File: src/rtl/ysyx_22050039_ifu.sv
// rtl/ysyx_22050039_ifu.sv - instruction fetch unit: one outstanding fetch, decoder handshake, halt on ebreak/misalign
module ysyx_22050039_ifu #(
  parameter int XLEN = 64,
  parameter int INST_LEN = 32,
  parameter logic [XLEN-1:0] RESET_PC = XLEN'(64'h8000_0000)
) (
  input  logic                clk,
  input  logic                rst,
  output logic                imem_req_valid,
  input  logic                imem_req_ready,
  output logic [XLEN-1:0]     imem_addr,
  input  logic                imem_rsp_valid,
  input  logic [INST_LEN-1:0] imem_rsp_data,
  output logic                inst_valid,
  input  logic                inst_ready,
  output logic [INST_LEN-1:0] inst,
  output logic [XLEN-1:0]     pc,
  input  logic                pc_wen,
  input  logic [XLEN-1:0]     pc_wdata,
  input  logic                ebreak,
  output logic                halted,
  output logic                misalign,
  output logic [XLEN-1:0]     retired
);

  typedef enum logic [1:0] {
    S_REQ,
    S_WAIT,
    S_HOLD,
    S_HALT
  } state_t;

  state_t              state;
  state_t              state_nx;
  logic [XLEN-1:0]     pc_nx;
  logic [INST_LEN-1:0] inst_nx;
  logic [XLEN-1:0]     retired_nx;
  logic                misalign_nx;

  // Handshake outputs are gated by rst so nothing is offered while reset is held.
  assign imem_req_valid = rst & (state == S_REQ);
  assign inst_valid     = rst & (state == S_HOLD);
  assign imem_addr      = pc;
  assign halted         = (state == S_HALT);

  // State register and architectural registers; reset wins in every state.
  always_ff @(posedge clk) begin
    if (!rst) begin
      state    <= S_REQ;
      pc       <= RESET_PC;
      inst     <= '0;
      retired  <= '0;
      misalign <= 1'b0;
    end else begin
      state    <= state_nx;
      pc       <= pc_nx;
      inst     <= inst_nx;
      retired  <= retired_nx;
      misalign <= misalign_nx;
    end
  end

  // Next-state and next-register computation for the fetch FSM.
  always_comb begin
    state_nx    = state;
    pc_nx       = pc;
    inst_nx     = inst;
    retired_nx  = retired;
    misalign_nx = misalign;
    case (state)
      S_REQ: begin
        if (imem_req_ready) state_nx = S_WAIT;
      end
      S_WAIT: begin
        // Only the response to our own request is captured here.
        if (imem_rsp_valid) begin
          inst_nx  = imem_rsp_data;
          state_nx = S_HOLD;
        end
      end
      S_HOLD: begin
        if (inst_ready) begin
          retired_nx = retired + XLEN'(1);
          if (ebreak) begin
            state_nx = S_HALT;
          end else if (pc_wen && pc_wdata[1]) begin
            // Target not 4-byte aligned: stop with pc left on the offending instruction.
            state_nx    = S_HALT;
            misalign_nx = 1'b1;
          end else if (pc_wen) begin
            pc_nx    = pc_wdata & ~XLEN'(1);
            state_nx = S_REQ;
          end else begin
            pc_nx    = pc + XLEN'(4);
            state_nx = S_REQ;
          end
        end
      end
      S_HALT: begin
        state_nx = S_HALT;
      end
      default: state_nx = S_REQ;
    endcase
  end

endmodule

File: config.mk
export PLATFORM = sky130hd
export DESIGN_NAME = ysyx_22050039_ifu
export DESIGN_NICKNAME = d
export VERILOG_FILES = /design/src/rtl/ysyx_22050039_ifu.sv
export SDC_FILE = /design/constraint.sdc
export NUM_CORES = 1
export LEC_CHECK = 0
export BUFFER_PORTS_ARGS = -buffer_cell sky130_fd_sc_hd__buf_2
export CAP_MARGIN = 25
export CORE_MARGIN = 2
export CORE_UTILIZATION = 30
export CTS_BUF_LIST = sky130_fd_sc_hd__clkbuf_8
export CTS_CLUSTER_DIAMETER = 50
export DETAILED_ROUTE_END_ITERATION = 6
export GPL_TIMING_DRIVEN = 0
export HOLD_SLACK_MARGIN = 0.15
export REMOVE_ABC_BUFFERS = 1
export SETUP_SLACK_MARGIN = 0.05
export SYNTH_ARGS = -nofsm -noshare
export SYNTH_HDL_FRONTEND = slang
export SYNTH_SLANG_ARGS = --single-unit
File: constraint.sdc
create_clock -name clk -period 5 [get_ports clk]
set_input_delay 0.25 -clock clk [delete_from_list [all_inputs] [get_ports clk]]
set_output_delay 0.25 -clock clk [all_outputs]
set_load 0.1 [all_outputs]
After elaboration in Yosys (flattened, before gate mapping)
Cells that the tools add are included.

storage, ports and cells
  word-level logic and storage cells = 31
  bits of input ports = 103
  register bits = 163
  output and inout bits = 228

operators by class
  reduce and logical (&&, ||, !) cells = 7
  muxes and demuxes = 7
  equality and inequality tests = 6
  bitwise operators = 4
  $add $sub $neg = 2

operators by type and width
  cell                                                  count
  adder 64 x 1 -> 64 bit (second input constant)        1
  adder 64 x 3 -> 64 bit (second input constant)        1
  two-way mux 64 bit                                    1
  two-way mux 2 bit                                     5
  case mux 2 bit (4 select lines)                       1
  AND reduction 4 bit                                   2
  inequality test 2 bit (second input constant)         3
  equality test 2 bit (second input constant)           2
  AND reduction 2 bit                                   2
  AND reduction 3 bit                                   1
  bitwise AND 1 bit                                     2
  equality test 2 x 1 -> 1 bit (second input constant)  1
  logical NOT 2 bit                                     1
  inverter 1 bit                                        2
  logical AND 1 bit                                     1

Depth between registers and ports, before layout
Gate-level depths: netlist of run 1.

  depth in word-level cells = 5
  mapped depth = 9
  depth with buffers taken out = 7

Least setup slack after synthesis of run 1
No wires, ideal clock.

  kind = register to output
  from = register state[1]
  to = output port inst_valid
  data arrival time = 2.780 ns
  cell stages (with the launch flop) = 3
  required time = 4.750 ns
  path slack = 1.970 ns
  cells stage by stage = dfxtp_1 -> clkbuf_1 -> nor3b_1

on the way
  longest elaborated chain between the ends = 2

ends and longest elaborated chain
  element                   RTL line  text
  start: declaration        33        state_t state;
  start signal: assignment  55        state <= state_nx;
  equality test 2 bit       42        assign inst_valid = rst & (state == S_HOLD);
  bitwise AND 1 bit         42
  end: declaration          14        output logic inst_valid,

Every way passes these cells.

Worst setup path in the final report of run 1
  from = register pc[2], in the netlist imem_addr[2]
  to = register pc[56], in the netlist imem_addr[56]

on the way
  longest elaborated chain between the ends = 2

ends and longest elaborated chain
  element                   RTL line  text
  start: declaration        17        output logic [XLEN-1:0] pc,
  start signal: assignment  56        pc <= pc_nx;
  adder 64 x 3 -> 64 bit    94        pc_nx = pc + XLEN'(4);
  two-way mux 64 bit        90        end else if (pc_wen) begin

Every way passes these cells.
A chain may end at the register's enable or synchronous reset.

==> flow_summary_export.csv, run 1 <==
group,metric,value,unit
outcome,outcome,"completed",
placement,portBuffers,327,
grt,grt_pass1_wl,48100,µm
worst_setup_path,cp_slowest_cell,"nor3_1",
worst_setup_path,worstSetupStartpointType,"flop",
grt,grt_use_total,0.193,
die,fp.dieW,178,µm
timing,period_share,0.639,
timing,final_max_slew_viol_count,0,
placement,routabilityCongestion,0.824,
synthesis,yosysTopAreaCell,"dfxtp_1",
job,maxCapViolCount,0,
worst_setup_path,endpoint_kind,"flop",
synthesis,synth_edf_count,0,
detailed_routing,drc,0,
timing,setup_tns,0,ns
layout,synthToLayoutAreaGrowth,30.5,%
detailed_routing,vias,9735,
timing,final-hold-violation-count,0,
worst_setup_path,r2r_setup_slack,1.80,ns
synthesis,post_synth_inst_count,1168,
die,coreArea,29600,µm²
layout,nets,1574,
clocking,clk_latency,0.47,ns
synthesis,synth-seq-cells,162,
worst_setup_path,worstPathCellList,"ha_1 > nand4_1 > nor3_1 > nand4_1 > nor3_1 > mux2i_1 > a31oi_1",
timing,skew,0.0188,ns
detailed_routing,dr.pass1.iters,5,
timing,timing.slew.headroom,0.311,
worst_setup_path,crit_start,"imem_addr[2]",
clocking,htree_levels,4,
clocking,cts-buffers-inserted,17,
synthesis,yosysSeqAreaShare,0.359,
synthesis,netlist_area,9030,µm²
grt,grt_pass1_vias,8739,
synthesis,synthFlopType,"dfxtp_1",
worst_setup_path,reg2reg_depth,7,
worst_setup_path,worstPathArrival,3.52,ns
worst_setup_path,worst_r2r_endpoint,"imem_addr[56]",
detailed_routing,ant_nets,0,
die,die_height,178,µm
timing,worst_pin_slew,1.02,ns
clocking,clk_pin_slew,0.09,ns
timing,post-route-min-period,3.20,ns
worst_setup_path,setup.worst_path.end,"imem_addr[56]",
worst_setup_path,max_stage_delay,0.74,ns
worst_setup_path,path_max_fanout,9,
layout,stdcell_area,11800,µm²
die,die_area,31500,µm²
placement,post_dp_cell_area,10500,µm²
layout,fillers,3097,
clocking,root_buffer,"clkbuf_8",
layout,final_core_util,0.398,
worst_setup_path,cp.required,5.32,ns
power,p_total,0.00287,W
power,ir_worst_vdd,0.136,mV
synthesis,yosysWarningCount,0,
min_path,hold_path_class,"in -> reg",
clocking,cts_tree,"done",
die,ioPinCount,331,
synthesis,synthTopCellsByArea,"dfxtp_1, nand2_1, a21oi_1",
placement,place_hpwl,21600,µm
synthesis,ys_types,73,
grt,antenna_found_initial,4,
worst_setup_path,criticalPathCategory,"reg -> reg",
synthesis,async_flop_share,0,
grt,grt.overflow.total,0,
detailed_routing,dr.first_iter.drc_count,580,
clocking,clockBufferDepth,2,
clocking,clock_sinks,162,
timing,max_freq,0.313,GHz
detailed_routing,totalWireLength,31600,µm
synthesis,synth.avg_cell_area,7.73,µm²
layout,layout.cells.non_filler,1874,
timing,rsz0062_at_grt,"false",
detailed_routing,routedWlPerCell,16.9,µm
die,fp-row-count,63,
power,p_leak,4.93,nW
placement,dpl.cell_count,1761,
grt,grt_max_degree,91,
die,start_util,0.305,
timing,setup_viol,0,
clocking,ctsResizeCount,0,
worst_setup_path,rr_startpoint,"imem_addr[2]",
detailed_routing,viasPerCell,5.19,
power,power_density,244,nW/µm²
synthesis,synth_top_area_frac,0.359,
layout,final_layout_size_suffix_gt1_frac,0.267,
layout make-up:
cell class	instances	area, µm²	area share
diodes	2	5.00	0.000425
clock buffers	19	262	0.0222
clock inverters	13	181	0.0154
inverters	18	72.6	0.00616
multi-input cells	857	4930	0.418
flip-flops and latches	162	3240	0.275
well taps	390	488	0.0414
repair buffers	413	2610	0.221
cell usage after synthesis, drive strengths merged, types with 15 or more instances:
cell type and number:
a21oi 103, a31oi 22, and2 15, and3 26, buf 71, clkbuf 60
dfxtp 162, inv 18, mux2i 17, nand2 149, nand3 63, nand4 46
nor2 107, nor3 34, nor4 21, o21ai 58, or3 18, xor2 39
what timing repair did:
action	4_1_cts	5_1_grt
hold buffers	79	0
setup buffers	0	0
endpoints found under the hold margin	79	0
setup endpoints to repair	0	0
kinds of logic after synthesis:
| group | after synthesis | share of synthesized area |
|---|---|---|
| buffers and inverters | 150 | 0.0986 |
| AO/OA/AOI/OAI | 255 | 0.168 |
| AND/OR/NAND/NOR | 528 | 0.300 |
| adder cells (fa/ha/maj) | 2 | 0.00277 |
| other | 1 | 0.000415 |
| XOR/XNOR | 50 | 0.0485 |
| flip-flops | 162 | 0.359 |
| multiplexers | 20 | 0.0226 |
power by group:
part	leakage [nW]	internal [W]	switching (W)
clock network	0.221	0.000571	0.000532
registers	1.31	0.00131	0.0000213
logic	3.41	0.000127	0.000313
worst max-delay path, delay by kind of cell (launching register included):
kind | cells | cell delay [ns]
simple gates | 4 | 1.89
flops | 1 | 0.50
fa+ha+maj | 1 | 0.31
mux | 1 | 0.27
compound gates | 1 | 0.10
stage by stage:
| stage | hold WS (ns) | setup WS [ns] |
|---|---|---|
| 2_1_floorplan | 0.363 | 1.03 |
| 3_3_place_gp | 0.440 | -2.66 |
| 3_5_place_dp | 0.445 | 1.83 |
| 4_1_cts | 0.151 | 1.81 |
| 5_1_grt | 0.174 | 1.46 |
| 6_report | 0.195 | 1.80 |
sequential cells by signal, summed over array words and instances (netlist names):
name,cells
state,2
misalign,1
inst,32
imem_addr,63
retired,64
per-layer routing:
layer	GRT usage	vias to the layer above	wire length [µm]
met5	0	-	38
met4	0.0605	6	445
met3	0.0396	34	2200
met2	0.326	381	15100
met1	0.244	4588	13900
li1	-	4726	-
worst min-delay path by stage:
stage | startpoint | end | cells past startpoint
6_report | pc_wdata[4] | imem_addr[4] | 4
5_1_grt | pc_wdata[4] | imem_addr[4] | 4
4_1_cts | pc_wdata[4] | imem_addr[4] | 4
3_5_place_dp | inst[11] | inst[11] | 2
3_3_place_gp | inst[31] | inst[31] | 2
2_1_floorplan | pc_wen | imem_addr[31] | 1
cell usage in the layout (no fill, tap or decap), drive strengths merged, types with 18 or more instances in the layout:
| master | netlist | routed |
|---|---|---|
| nor2 | 107 | 107 |
| xor2 | 39 | 39 |
| nand3 | 63 | 63 |
| o21ai | 58 | 58 |
| clkbuf | 60 | 19 |
| nand4 | 46 | 46 |
| a31oi | 22 | 22 |
| nor4 | 21 | 21 |
| inv | 18 | 22 |
| a21oi | 103 | 103 |
| dfxtp | 162 | 162 |
| buf | 71 | 334 |
| or3 | 18 | 18 |
| and3 | 26 | 26 |
| nand2 | 149 | 149 |
| nor3 | 34 | 34 |
| dlygate4sd3 | 0 | 79 |
Note: power is estimated with default switching activity, not from simulation.
==> inputs of run 2 (changes only) <==
Clock period 5 ns to 2.7 ns, I/O delays scaled along.
==> flow_summary_export.csv, run 2 (synthesis results as in run 1) <==
group,metric,value,unit
outcome,outcome,"completed",
grt,antenna_found_initial,1,
timing,final_max_slew_viol_count,0,
timing,post-route-min-period,2.47,ns
grt,grt_pass1_vias,8926,
layout,regArea,3250,µm²
die,coreArea,29600,µm²
worst_setup_path,path_max_fanout,9,
layout,synthToLayoutAreaGrowth,35.8,%
clocking,htree_levels,4,
timing,setup_tns,0,ns
layout,largest_reg_flops,64,
timing,setup_viol,0,
timing,skew,0.0182,ns
power,p_leak,5.20,nW
timing,worst_pin_slew,0.851,ns
clocking,clk_pin_slew,0.09,ns
worst_setup_path,cp_slowest_cell,"or4_1",
worst_setup_path,worstPathArrival,2.85,ns
power,ir_worst_vdd,0.254,mV
die,ioPinCount,331,
timing,period_share,0.916,
die,start_util,0.305,
layout,multi_input_area,5040,µm²
detailed_routing,drc,0,
die,fp.dieW,178,µm
placement,post_dp_cell_area,10500,µm²
timing,max_freq,0.404,GHz
timing,rsz0062_at_grt,"false",
worst_setup_path,endpoint_kind,"flop",
detailed_routing,ant_nets,0,
placement,portBuffers,327,
layout,layout_commonest_cell,"buf_2",
worst_setup_path,max_stage_delay,0.51,ns
clocking,clock_sinks,162,
detailed_routing,dr.first_iter.drc_count,640,
worst_setup_path,cp.required,3.08,ns
grt,grt.overflow.total,0,
layout,regMostFlops,"retired",
layout,fillers,3085,
clocking,clk_latency,0.46,ns
clocking,root_buffer,"clkbuf_8",
detailed_routing,totalWireLength,32000,µm
layout,stdcell_area,12300,µm²
power,power_density,436,nW/µm²
min_path,hold_path_class,"in -> reg",
clocking,clockBufferDepth,2,
grt,grt_pass1_wl,48700,µm
worst_setup_path,worstSetupStartpointType,"flop",
timing,final-hold-violation-count,0,
layout,layout_common_cells,"buf_2, dfxtp_1, nand2_1",
timing,timing.slew.headroom,0.428,
placement,routabilityCongestion,0.824,
grt,grt_use_total,0.195,
layout,final_layout_size_suffix_gt1_frac,0.280,
worst_setup_path,criticalPathCategory,"reg -> reg",
clocking,cts_tree,"done",
layout,nets,1611,
die,die_height,178,µm
worst_setup_path,worstPathCellList,"nand3_1 > nor2_4 > nand4_2 > or4_1 > a21o_1 > a31oi_1",
job,maxCapViolCount,0,
layout,final_core_util,0.414,
detailed_routing,dr.pass1.iters,5,
detailed_routing,viasPerCell,5.17,
detailed_routing,vias,9882,
grt,grt_max_degree,91,
die,fp-row-count,63,
die,die_area,31500,µm²
placement,place_hpwl,21600,µm
clocking,cts-buffers-inserted,17,
detailed_routing,routedWlPerCell,16.8,µm
==> run 2: changes by cell type in the layout (fill, tap and decap cells not counted), moves of 3 or more <==
cell           before  now
buf_4               1   15
dfxtp_1           162  159
dfxtp_2             0    3
nor3_4              0    5
dlygate4sd3_1      79  100
nor4_1             18   15
nor3_1             30   26
==> run 2: metrics by stage <==
| stage | cells | worst slack, ns | hold slack (ns) | power [W] |
|---|---|---|---|---|
| floorplan | 1037 | -1.27 | 0.248 | 0.00300 |
| global placement | 1754 | -4.96 | 0.362 | 0.00322 |
| detailed placement | 1761 | -0.468 | 0.367 | 0.00325 |
| CTS | 1898 | 0.0283 | 0.186 | 0.00543 |
| global route | 1909 | 0.0526 | 0.217 | 0.00557 |
| finish | 1910 | 0.228 | 0.238 | 0.00535 |
==> run 2: area by class of cell <==
cell class / count / area share
Antenna cell: 1 / 0.000204
Clock buffer: 19 / 0.0213
Clock inverter: 13 / 0.0148
Inverter: 18 / 0.00592
Multi-Input combinational cell: 857 / 0.411
Sequential cell: 162 / 0.265
Tap cell: 390 / 0.0398
Timing Repair Buffer: 450 / 0.242
==> run 2: repair_timing <==
| action | 4_1_cts | 5_1_grt |
|---|---|---|
| buffers inserted | 5 | 11 |
| hold buffers | 100 | 0 |
| resized for setup | 10 | 14 |
| endpoints found under the hold margin | 97 | 0 |
| pin swaps | 1 | 5 |
| endpoints found under the setup margin | 44 | 43 |
==> run 2: path summary, 6_finish.rpt <==
kind | start | endpoint | slack [ns] | depth (start not counted)
max | imem_addr[11] | imem_addr[47] | 0.23 | 6
min | rst | imem_addr[22] | 0.24 | 3
max reg2reg | imem_addr[11] | imem_addr[47] | 0.23 | 6
min reg2reg | inst[11] | inst[11] | 0.45 | 2
==> run 2: critical path, delay by kind of cell, from the launching register on <==
kind | cells | cell delay, ns
simple gates | 4 | 1.56
flops | 1 | 0.50
compound gates | 2 | 0.34
==> run 2: layer usage <==
metal	up-vias	global-route usage	routed length (µm)
met2	378	0.332	15400
li1	4807	-	-
met1	4665	0.249	14200
met4	0	0.0591	452
met3	32	0.0347	2000
met5	-	0	0
==> run 2: where the power goes <==
part | switching (W) | leakage (nW) | total, W | internal, W
combinational | 0.000588 | 3.67 | 0.000848 | 0.000260
clock | 0.000979 | 0.221 | 0.00204 | 0.00106
sequential | 0.0000396 | 1.31 | 0.00246 | 0.00242
total | 0.00161 | 5.20 | 0.00535 | 0.00374
